[config.mk]
export PLATFORM = sky130hd
export DESIGN_NAME = display_scan_controller
export DESIGN_NICKNAME = d
export VERILOG_FILES = /design/src/rtl/display_scan_controller.sv
export SDC_FILE = /design/constraint.sdc
export NUM_CORES = 1
export LEC_CHECK = 0
export CAP_MARGIN = 30
export CORE_MARGIN = 2
export CORE_UTILIZATION = 40
export DETAILED_ROUTE_END_ITERATION = 8
export GPL_ROUTABILITY_DRIVEN = 0
export HOLD_SLACK_MARGIN = 0.15
export SLEW_MARGIN = 15
export SYNTH_ARGS = -nofsm -noshare
export SYNTH_HDL_FRONTEND = slang
export SYNTH_SLANG_ARGS = --single-unit
export TNS_END_PERCENT = 100
[constraint.sdc]
create_clock -name i_Clk -period 1.7 [get_ports i_Clk]
set_input_delay 0.255 -clock i_Clk [delete_from_list [all_inputs] [get_ports i_Clk]]
set_output_delay 0.255 -clock i_Clk [all_outputs]
set_load 0.01 [all_outputs]
[src/rtl/display_scan_controller.sv]
// Multiplexed scan controller for a 4-digit common-anode 7-segment display with a double-buffered value.
// Optional build macro LEADING_ZERO_BLANK_EN keeps leading zero digits dark; digit 0 is always lit.
module display_scan_controller #(
  parameter int SCAN_DIV     = 12500,
  parameter int BLANK_CYCLES = 64
) (
  input  logic        i_Clk,
  input  logic        i_Rst_n,
  input  logic        i_Enable,
  input  logic        i_Load,
  input  logic [15:0] i_Value,
  output logic [3:0]  o_Nibble,
  output logic [3:0]  o_Anodes,
  output logic        o_Frame,
  output logic        o_Pending
);

  localparam int CW = (SCAN_DIV > 1) ? $clog2(SCAN_DIV) : 1;
  localparam logic [CW-1:0] LAST_CNT  = CW'(SCAN_DIV - 1);
  localparam logic [CW-1:0] BLANK_END = CW'(BLANK_CYCLES - 1);

  typedef enum logic {BLANK, SHOW} state_t;

  state_t        state;
  logic [CW-1:0] cnt;
  logic [1:0]    idx;
  logic [15:0]   active;
  logic [15:0]   shadow;
  logic [3:0]    lit;

  function automatic logic [3:0] nib(input logic [15:0] v, input logic [1:0] i);
    nib = v[{i, 2'b00} +: 4];
  endfunction

  // Anode pattern for the SHOW phase of the current digit.
  always_comb begin
    lit      = 4'b1111;
    lit[idx] = 1'b0;
`ifdef LEADING_ZERO_BLANK_EN
    case (idx)
      2'd3:    if (active[15:12] == 4'h0) lit = 4'b1111;
      2'd2:    if (active[15:8] == 8'h00) lit = 4'b1111;
      2'd1:    if (active[15:4] == 12'h000) lit = 4'b1111;
      default: ;
    endcase
`endif
  end

  // i_Load is a fire-and-forget strobe: no ready, every asserted cycle is
  // captured into the shadow, and the most recent capture wins.
  always_ff @(posedge i_Clk or negedge i_Rst_n) begin
    if (!i_Rst_n) begin
      state     <= BLANK;
      cnt       <= '0;
      idx       <= 2'd0;
      active    <= 16'h0000;
      shadow    <= 16'h0000;
      o_Nibble  <= 4'h0;
      o_Anodes  <= 4'b1111;
      o_Frame   <= 1'b0;
      o_Pending <= 1'b0;
    end else begin
      o_Frame <= 1'b0;
      if (!i_Enable) begin
        state    <= BLANK;
        cnt      <= '0;
        idx      <= 2'd0;
        o_Anodes <= 4'b1111;
        o_Nibble <= active[3:0];
      end else if (cnt == LAST_CNT) begin
        state    <= BLANK;
        cnt      <= '0;
        idx      <= idx + 2'd1;
        o_Anodes <= 4'b1111;
        if (idx == 2'd3) begin
          o_Frame <= 1'b1;
          // Swap buffers only at the frame boundary so a frame never mixes two values.
          if (o_Pending) begin
            active    <= shadow;
            o_Nibble  <= shadow[3:0];
            o_Pending <= 1'b0;
          end else begin
            o_Nibble <= active[3:0];
          end
        end else begin
          o_Nibble <= nib(active, idx + 2'd1);
        end
      end else begin
        cnt <= cnt + CW'(1);
        if (state == BLANK && cnt == BLANK_END) begin
          state    <= SHOW;
          o_Anodes <= lit;
        end
      end
      if (i_Load) begin
        shadow    <= i_Value;
        o_Pending <= 1'b1;
      end
    end
  end

endmodule

==> impl_metrics.toml <==
[detailed_routing]
wl_per_cell_um = 14.8
final_antenna_net_count = 0
drc = 0
first_iter_violations = 65
num_vias = 1848
via_per_inst = 5.02
wirelength_um = 5440
dr.pass1.iters = 4

[synthesis]
synth_compound_area_share_pct = 7.10
synthSimpleGateAreaFrac_pct = 12.6
ys.flop_type = "dfrtp_1"
synth_fa_ha_area_share_pct = 2.31
muxShareOfSynthArea_pct = 16.2
synth_top_family_by_area = "multiplexers"
syn_avg_cell_area_sq_um = 12.4
synthesis.area_sq_um = 2710
synth_xor_area_share_pct = 3.87
yosys.area.top_type = "dfrtp_1"
yosys-top-cells-area = "dfrtp_1 51%, mux2_2 9.1%, mux2_1 4.2%"
synth_warnings = 0
synth_fp_nets = 243
synth-edff-count = 0
ys_seq_area_share_pct = 54.6
async_flop_share_pct = 100
synth_top_area_share_pct = 50.7
synth_seq_cells = 59
synth_cell_types = 37
synthCells = 218

[die]
initial_core_util_pct = 40.6
die_area_sq_um = 7460
coreArea_sq_um = 6680
io_pins = 30
rows = 30
die_x_um = 86.4
die_h_um = 86.4

[power]
p_seq_share_pct = 45.4
p_leak_nw = 1.66
vdd_ir_drop_max_uv = 434
p_sw_uw = 673
clock_power_share_pct = 48.4
pwr-share-comb_pct = 6.2
switching_share_pct = 20.7
power_mw = 3.25
p_per_area_nw_per_um2 = 878
p_int_mw = 2.58

[worst_hold_path]
hp-class = "input port to async pin"

[final_layout]
finalNetCount = 308
post_route_cells_drive_above_1_share_pct = 33.0
layout_common_cells = "55 x dfrtp_1, 29 x buf_4, 28 x clkdlybuf4s50_1, 18 x mux2_2"
syn_to_final_growth_pct = 36.5
final_common_cell = "dfrtp_1"
antenna_cells = 0
finish.instance_area_sq_um = 3700

[critical_path]
end_kind = "flip-flop"
cp_max_fo = 8
critPathRequiredTime_ns = 1.92
critical_path_class = "flip-flop to flip-flop"
worstSetupStartpoint = "cnt[0]"
r2r_start = "cnt[0]"
cpMaxStageDelayCell = "dfrtp_1"
arrival_ns = 1.87
path_cells = "ha_4 -> nor3b_4 -> nand4_4 -> nor2_8 -> buf_12 -> mux2_4"
cpPeakStageDelay_ns = 0.39
start_kind = "flip-flop"

[global_route]
grt_overflow = 0
grt_max_degree = 37
grt_pass1_wl_um = 9000
grt_use_total_pct = 15.9
grt_pass1_vias = 1822
antenna_found_initial = 0

[place]
portBuffers = 29
place_area_sq_um = 3390
dp_hpwl_um = 3850

[timing]
fin_skew_ns = 0.00560
rsz0062_at_grt = "true"
period_share_pct = 96.9
final_hold_viol_count = 0
slew_violations = 0
worst_pin_slew_ns = 0.435
finalSetupViolCount = 0
setup_tns_ns = 0
fin_crit_ns = 1.65
slew_headroom_pct = 71.0
max_freq_ghz = 0.607

[cts]
clk_latency_ns = 0.34
clock_sinks = 59
cts-root-buf = "clkbuf_8"
clock_path_buffers = 2
cts_tree = "built"
htree_levels = 3
cts.clk_slew.worst_paths_ns = 0.07
numCtsBuffers = 9

[outcome]
status = "complete, no violations"

[run]
maxCapViolCount = 0
metrics by stage:
| stage | hold WS (ns) | util (%) | setup WS, ns | instances |
|---|---|---|---|---|
| after floorplan | -0.0406 | - | -0.0215 | 218 |
| after global placement | 0.218 | 50.7 | -0.150 | 347 |
| after detailed placement | 0.223 | 50.7 | -0.193 | 347 |
| after CTS | 0.405 | 54.9 | -0.00000289 | 366 |
| after global routing | 0.424 | 55.4 | -0.0458 | 368 |
| final | 0.395 | 55.4 | 0.0528 | 368 |
path summary, 6_finish.rpt:
path | endpoint | slack (ns) | depth (start not counted)
max in group asynchronous | o_Anodes[3] | 0.71 | 3
worst max-delay path | active[8] | 0.05 | 6
worst min-delay path | shadow[1] | 0.40 | 2
worst max register to register | active[8] | 0.05 | 6
worst min register to register | o_Anodes[0] | 0.50 | 2
min in group i_Clk | o_Anodes[0] | 0.50 | 2
Yosys cell counts (3+ instances only):
cell,number
ha_1,5
nand2_1,12
o2111ai_1,4
nor2_1,14
nand4_1,7
xor2_1,11
nand3_1,5
dfstp_2,4
mux2_1,10
clkbuf_1,3
a22oi_1,4
mux2_2,22
nor3_1,3
dfrtp_1,55
inv_1,10
mux2i_1,8
a32o_1,4
buf_2,4
o211ai_1,4
and2_1,3
o21ai_0,6
repair_timing:
item / CTS / global route
hold buffers: 1 / 0
setup buffers: 2 / 2
endpoints found under the setup margin: 6 / 18
pin swaps: 2 / 1
gates resized for setup: 1 / 4
cloned: 0 / 0
hold endpoints to repair: 16 / 0
metal layers:
metal  vias to the layer above  global-route usage, %  wire length [um]
li1                        908                      -                 -
met1                       905                   21.7              2600
met2                        28                   24.1              2590
met3                         7                   4.57               183
met4                         0                   5.97                68
met5                         -                      0                 0
area by class of cell:
| cell class | instances | area, sq um |
|---|---|---|
| inverters | 10 | 37.5 |
| multi-input cells | 139 | 1220 |
| flip-flops and latches | 59 | 1480 |
| repair buffers | 64 | 613 |
| fillers | 598 | 2980 |
| clock buffers | 10 | 138 |
| well taps | 80 | 100 |
| clock inverters | 6 | 113 |
flip-flops by register name, summed over array words and instances (netlist names):
register,flops
active,16
o_Frame,1
o_Nibble,4
o_Pending,1
cnt,14
idx,2
shadow,16
o_Anodes,4
state,1
kinds of logic (layout without fill, tap and decap cells):
family,count (synthesis),count (layout)
AOI/OAI and AO/OA,25,25
xor gates and xnor gates,12,12
adders and majority gates,5,5
buffers and inverters,20,90
DFF,59,59
muxes,40,40
and+or+nand+nor,57,57
worst max-delay path, delay by kind of cell, from the launching register on:
| kind | cells | cell delay [ns] |
|---|---|---|
| buffers and inverters | 1 | 0.15 |
| multiplexers | 1 | 0.29 |
| adder cells (fa/ha/maj) | 1 | 0.15 |
| flip-flops | 1 | 0.39 |
| AND/OR/NAND/NOR | 3 | 0.55 |
power groups by stage:
stage          registers (mW)  clock network (mW)  logic [mW]
2_1_floorplan            1.49                   0      0.0854
3_3_place_gp             1.50                   0       0.198
3_5_place_dp             1.50                   0       0.200
4_1_cts                  1.48                1.61       0.206
5_1_grt                  1.48                1.67       0.225
6_report                 1.48                1.57       0.201
No activity file was read; power rests on OpenSTA's default activity.
